## config.mk

```make
export PLATFORM = sky130hd
export DESIGN_NAME = layer_serializer_flat
export DESIGN_NICKNAME = d
export VERILOG_FILES = /design/src/rtl/layer_serializer_if.sv /design/src/rtl/layer_serializer.sv /design/src/flat_wrapper.sv
export SDC_FILE = /design/constraint.sdc
export NUM_CORES = 1
export LEC_CHECK = 0
export CAP_MARGIN = 20
export CORE_MARGIN = 5
export CORE_UTILIZATION = 25
export DETAILED_ROUTE_END_ITERATION = 7
export PLACE_DENSITY = 0.43
export SKIP_LAST_GASP = 1
export SLEW_MARGIN = 30
export SYNTH_ARGS = -nofsm -noshare
export SYNTH_HDL_FRONTEND = slang
export SYNTH_SLANG_ARGS = --single-unit
```

## constraint.sdc

```tcl
create_clock -name clk -period 3.5 [get_ports clk]
set_clock_uncertainty 0.05 [all_clocks]
set_input_delay 0.35 -clock clk [delete_from_list [all_inputs] [get_ports clk]]
set_output_delay 0.35 -clock clk [all_outputs]
set_load 0.005 [all_outputs]
```

## src/rtl/layer_serializer_if.sv

```systemverilog
// Stream bundle between a neuron layer and its consumer.
// master = serializer side, slave = producer/consumer environment side.
interface layer_serializer_if #(
    parameter int DATA_WIDTH  = 16,
    parameter int NEURONS_NUM = 10,
    parameter int LANES       = 1,
    parameter int IDX_W       = (NEURONS_NUM > 1) ? $clog2(NEURONS_NUM) : 1
);
    logic                            i_flush;
    logic                            i_data_in_valid;
    logic [NEURONS_NUM*DATA_WIDTH-1:0] i_data_in;
    logic [LANES*DATA_WIDTH-1:0]     o_data;
    logic                            o_valid;
    logic                            i_ready;
    logic                            o_last;
    logic [IDX_W-1:0]                o_index;
    logic                            o_busy;
    logic                            o_overflow;
    logic                            i_clear_overflow;

    modport master (
        input  i_flush, i_data_in_valid, i_data_in, i_ready, i_clear_overflow,
        output o_data, o_valid, o_last, o_index, o_busy, o_overflow
    );

    modport slave (
        output i_flush, i_data_in_valid, i_data_in, i_ready, i_clear_overflow,
        input  o_data, o_valid, o_last, o_index, o_busy, o_overflow
    );
endinterface

```

## src/rtl/layer_serializer.sv

```systemverilog
// Captures a NEURONS_NUM-word layer vector and replays it as a LANES-wide valid/ready stream.
// Define SERIALIZER_DOUBLE_BUFFER_EN to add a shadow vector that absorbs one capture while sending.
module layer_serializer #(
    parameter int DATA_WIDTH  = 16,
    parameter int NEURONS_NUM = 10,
    parameter int LANES       = 1,
    parameter int IDX_W       = (NEURONS_NUM > 1) ? $clog2(NEURONS_NUM) : 1
) (
    input logic               clk,
    input logic               reset_n,
    layer_serializer_if.master bus
);
    // state | meaning
    // IDLE  | no vector held
    // SEND  | vector held, beats outstanding
    localparam int VEC_W  = NEURONS_NUM * DATA_WIDTH;
    localparam int BEAT_W = LANES * DATA_WIDTH;
    localparam int BEATS  = NEURONS_NUM / LANES;
    localparam int CNT_W  = (BEATS > 1) ? $clog2(BEATS) : 1;

    typedef enum logic {IDLE = 1'b0, SEND = 1'b1} state_t;

    state_t             state_q, state_d;
    logic [VEC_W-1:0]   vec_q;
    logic [VEC_W-1:0]   load_vec;
    logic [IDX_W-1:0]   idx_q;
    logic [CNT_W-1:0]   rem_q;
    logic               last_q;
    logic               ovf_q;
    logic               in_send;
    logic               xfer;
    logic               last_xfer;
    logic               cap_ok;
    logic               load_active;
    logic               drop;
    logic               pending;

    assign in_send   = (state_q == SEND);
    assign xfer      = in_send && bus.i_ready;
    assign last_xfer = xfer && last_q;
    assign cap_ok    = bus.i_data_in_valid && !bus.i_flush;

`ifdef SERIALIZER_DOUBLE_BUFFER_EN
    logic [VEC_W-1:0] shadow_q;
    logic             shadow_full_q;
    logic             load_direct;
    logic             shadow_drain;
    logic             to_shadow;

    assign shadow_drain = last_xfer && shadow_full_q && !bus.i_flush;
    assign load_direct  = cap_ok && (!in_send || (last_xfer && !shadow_full_q));
    // A full shadow can take a new vector only on the cycle it moves to active.
    assign to_shadow    = cap_ok && in_send &&
                          ((!shadow_full_q && !last_xfer) || (shadow_full_q && last_xfer));
    assign drop         = cap_ok && in_send && shadow_full_q && !last_xfer;
    assign load_active  = load_direct || shadow_drain;
    assign load_vec     = shadow_drain ? shadow_q : bus.i_data_in;
    assign pending      = shadow_full_q;

    always_ff @(posedge clk or negedge reset_n) begin
        if (!reset_n) begin
            shadow_q      <= '0;
            shadow_full_q <= 1'b0;
        end else if (bus.i_flush) begin
            shadow_full_q <= 1'b0;
        end else if (to_shadow) begin
            shadow_q      <= bus.i_data_in;
            shadow_full_q <= 1'b1;
        end else if (shadow_drain) begin
            shadow_full_q <= 1'b0;
        end
    end
`else
    assign load_active = cap_ok && (!in_send || last_xfer);
    assign drop        = cap_ok && in_send && !last_xfer;
    assign load_vec    = bus.i_data_in;
    assign pending     = 1'b0;
`endif

    always_ff @(posedge clk or negedge reset_n) begin
        if (!reset_n) state_q <= IDLE;
        else          state_q <= state_d;
    end

    always_comb begin
        state_d = state_q;
        case (state_q)
            IDLE: if (load_active) state_d = SEND;
            SEND: begin
                if (bus.i_flush)                     state_d = IDLE;
                else if (last_xfer && !load_active)  state_d = IDLE;
            end
            default: state_d = IDLE;
        endcase
    end

    always_comb begin
        bus.o_valid    = in_send;
        bus.o_busy     = in_send || pending;
        bus.o_data     = vec_q[BEAT_W-1:0];
        bus.o_index    = idx_q;
        bus.o_last     = last_q;
        bus.o_overflow = ovf_q;
    end

    // Lane 0 of the current beat always sits in the low bits; each transfer shifts one beat out.
    always_ff @(posedge clk or negedge reset_n) begin
        if (!reset_n) begin
            vec_q  <= '0;
            idx_q  <= '0;
            rem_q  <= '0;
            last_q <= 1'b0;
        end else if (bus.i_flush) begin
            last_q <= 1'b0;
        end else if (load_active) begin
            vec_q  <= load_vec;
            idx_q  <= '0;
            rem_q  <= CNT_W'(BEATS - 1);
            last_q <= (BEATS == 1);
        end else if (xfer) begin
            vec_q  <= vec_q >> BEAT_W;
            idx_q  <= idx_q + IDX_W'(LANES);
            if (rem_q != '0) rem_q <= rem_q - CNT_W'(1);
            last_q <= (rem_q == CNT_W'(1));
        end
    end

    // Set beats clear when both happen together.
    always_ff @(posedge clk or negedge reset_n) begin
        if (!reset_n)                  ovf_q <= 1'b0;
        else if (drop)                 ovf_q <= 1'b1;
        else if (bus.i_clear_overflow) ovf_q <= 1'b0;
    end
endmodule

```

## src/flat_wrapper.sv

```systemverilog
// flat-port wrapper written by rule: the top's interface ports become plain ports
module layer_serializer_flat 
#(
    parameter int DATA_WIDTH  = 16,
    parameter int NEURONS_NUM = 10,
    parameter int LANES       = 1,
    parameter int IDX_W       = (NEURONS_NUM > 1) ? $clog2(NEURONS_NUM) : 1
)
  (clk, reset_n, bus_i_flush, bus_i_data_in_valid, bus_i_data_in, bus_i_ready, bus_i_clear_overflow, bus_o_data, bus_o_valid, bus_o_last, bus_o_index, bus_o_busy, bus_o_overflow);
  layer_serializer_if #(.DATA_WIDTH(DATA_WIDTH), .NEURONS_NUM(NEURONS_NUM), .LANES(LANES), .IDX_W(IDX_W)) bus_i ();
  input logic clk;
  input logic reset_n;
  input wire logic [$bits(bus_i.i_flush)-1:0] bus_i_flush;
  input wire logic [$bits(bus_i.i_data_in_valid)-1:0] bus_i_data_in_valid;
  input wire logic [$bits(bus_i.i_data_in)-1:0] bus_i_data_in;
  input wire logic [$bits(bus_i.i_ready)-1:0] bus_i_ready;
  input wire logic [$bits(bus_i.i_clear_overflow)-1:0] bus_i_clear_overflow;
  output wire logic [$bits(bus_i.o_data)-1:0] bus_o_data;
  output wire logic [$bits(bus_i.o_valid)-1:0] bus_o_valid;
  output wire logic [$bits(bus_i.o_last)-1:0] bus_o_last;
  output wire logic [$bits(bus_i.o_index)-1:0] bus_o_index;
  output wire logic [$bits(bus_i.o_busy)-1:0] bus_o_busy;
  output wire logic [$bits(bus_i.o_overflow)-1:0] bus_o_overflow;
  assign bus_i.i_flush = bus_i_flush;
  assign bus_i.i_data_in_valid = bus_i_data_in_valid;
  assign bus_i.i_data_in = bus_i_data_in;
  assign bus_i.i_ready = bus_i_ready;
  assign bus_i.i_clear_overflow = bus_i_clear_overflow;
  assign bus_o_data = bus_i.o_data;
  assign bus_o_valid = bus_i.o_valid;
  assign bus_o_last = bus_i.o_last;
  assign bus_o_index = bus_i.o_index;
  assign bus_o_busy = bus_i.o_busy;
  assign bus_o_overflow = bus_i.o_overflow;
  layer_serializer #(.DATA_WIDTH(DATA_WIDTH), .NEURONS_NUM(NEURONS_NUM), .LANES(LANES), .IDX_W(IDX_W)) u_core (.clk(clk), .reset_n(reset_n), .bus(bus_i));
endmodule
```

==> results.json <==
{
  "status": "completed",
  "worstSetupPathType": "flip-flop to flip-flop",
  "ys_warn_count": 0,
  "cts_sinks": 171,
  "ys_types": 36,
  "drive_gt1_frac": 0.06278,
  "ir_drop_mv": 0.3114,
  "chipWidth_um": 196.2,
  "grt_setup_unrepaired": "no",
  "grt-ovfl-total": 0,
  "n_antenna_cell": 0,
  "tritoncts": "done",
  "viasPerCell": 5.546,
  "synthArstFlopShare": 1.000,
  "drt_iter0_drc": 557,
  "final_antenna_net_count": 0,
  "vias": 7559,
  "grt_pass1_vias": 7755,
  "maxSlewViolCount": 0,
  "die_area_um2": 38480,
  "pwr_density_cell_nw_per_um2": 554.1,
  "post_cts_buffers": 0,
  "final_cell_mix": "186 x clkdlybuf4s50_1, 171 x dfrtp_1, 148 x o21ai_0",
  "relSlewSlack": 0.3951,
  "min_period_over_period": 0.5953,
  "post-route-util": 0.3290,
  "portBuffers": 189,
  "syn-num-nets": 973,
  "design.core.area_um2": 34370,
  "grt_pass1_wl_mm": 50.93,
  "area_delta_synth_final_pct": 30.53,
  "cp-end-kind": "flip-flop",
  "cts_root_buffer": "clkbuf_16",
  "syn_area_per_cell_um2": 10.78,
  "n_fill_cell": 3505,
  "final_common_cell": "clkdlybuf4s50_1",
  "timing.fmax_mhz": 480.0,
  "clkSlewWorstSetupHoldPaths_ns": 0.08,
  "crit_required_ns": 3.80,
  "wire_per_inst_um": 24.30,
  "h-tree-depth": 4,
  "cp.arrival_ns": 2.39,
  "drc": 0,
  "holdBufCountCts": 1,
  "post-dp-hpwl_mm": 20.31,
  "worstSetupStartpointType": "flip-flop",
  "num_rows": 68,
  "cap_violations": 0,
  "tightest_slew_ns": 0.9074,
  "stdcell_area_um2": 11310,
  "synth_edf_count": 0,
  "synth_area_um2": 8665,
  "grt_start_max_net_pins": 147,
  "cts_buffer_depth": 2,
  "nets": 1064,
  "syn-instance-count": 804,
  "antenna_found_initial": 1,
  "setup_tns_ns": 0,
  "worstPathMaxFanout": 38,
  "die_h_um": 196.2,
  "ys_ff_latch": 171,
  "io_pins": 190,
  "gp_congestion": 0.7481,
  "min_period_ns": 2.083,
  "min_path_type": "primary input to flip-flop",
  "hold_viol": 0,
  "finalSetupViolCount": 0,
  "cts_inserted_buffers": 17,
  "initial_core_util": 0.2521,
  "firstDrtPassIters": 4,
  "track_usage": 0.1685,
  "clock_latency_ns": 0.44,
  "yosysSeqAreaShare": 0.4939,
  "power.leakage_uw": 0.003998,
  "p_total_uw": 6267,
  "drt-total-wl_mm": 33.13,
  "ctsResizeCount": 0,
  "synth_ff_type": "dfrtp_1",
  "place_area_um2": 10710
}
## logic make-up (layout without fill, tap and decap cells)
logic type | count (synthesis) | after routing | synth area share
DFF | 171 | 171 | 0.4939
buffers and inverters | 139 | 243 | 0.07856
AOI/OAI and AO/OA | 467 | 467 | 0.4061
adders and majority gates | 3 | 3 | 0.004333
muxes | 1 | 1 | 0.001588
and+or+nand+nor | 23 | 23 | 0.01560
## metrics by stage
step / cells / setup WS [ns] / hold slack (ns)
after floorplan: 804 / 1.902 / 0.004409
after global placement: 1330 / 1.116 / 0.3988
after detailed placement: 1330 / 1.052 / 0.3981
after CTS: 1363 / 1.435 / 0.2256
after global routing: 1363 / 1.283 / 0.2882
final: 1363 / 1.417 / 0.2398
## critical path: stages, from the launching register on
cell	delay, ns
dfrtp_1	0.54
a21boi_4	0.54
buf_4	0.44
o21ai_0	0.19
a2bb2oi_1	0.19
## state kept, by name, indices dropped and copies added (netlist names)
name,cells
u_core.vec_q,160
u_core.bus.o_index,4
u_core.rem_q,4
u_core.bus.o_busy,1
u_core.bus.o_last,1
u_core.bus.o_overflow,1
## final timing paths
check                                       start                 to  slack (ns)  cells after the start
worst max-delay path            u_core.bus.o_busy  u_core.vec_q[116]        1.42                      4
worst min-delay path                  bus_i_flush  u_core.bus.o_busy        0.24                      2
worst max register to register  u_core.bus.o_busy  u_core.vec_q[116]        1.42                      4
worst min register to register  u_core.vec_q[153]  u_core.vec_q[153]        0.45                      1
max in group asynchronous                 reset_n    u_core.rem_q[2]        2.02                      3
min in group asynchronous                 reset_n   u_core.vec_q[46]        0.47                      2
## where the power goes
part           switching (uW)  total (uW)  internal [uW]
Sequential                342        2770           2430
Combinational             708        1530            819
Clock                     936        1970           1030
## cell type report
cell class,count,area (um2),share of cell area
multi-input cells,494,3742,0.3309
clock inverters,14,148.9,0.01317
flip-flops and latches,171,4279,0.3784
clock buffers,18,439.2,0.03883
inverters,5,18.77,0.001659
repair buffers,206,2112,0.1867
well taps,455,569.3,0.05034
## Yosys cell counts (all sizes together) (3+ instances only)
cell type / count / area share
a22o: 17 / 0.017
nand3: 3 / 0.0017
dfrtp: 171 / 0.49
a311oi: 144 / 0.15
o21ai: 149 / 0.086
inv: 5 / 0.0022
o31ai: 3 / 0.0026
a21oi: 3 / 0.0017
buf: 60 / 0.044
ha: 3 / 0.0043
a2bb2oi: 144 / 0.15
nor2: 4 / 0.0020
clkbuf: 74 / 0.032
## metal layers
layer	wire, um	track usage	up-vias
met5	13	0	-
met1	16930	0.2618	3880
met2	14510	0.2442	193
met4	310	0.03336	2
li1	-	-	3465
met3	1355	0.03040	19
Note: power is estimated with default switching activity, not from simulation.
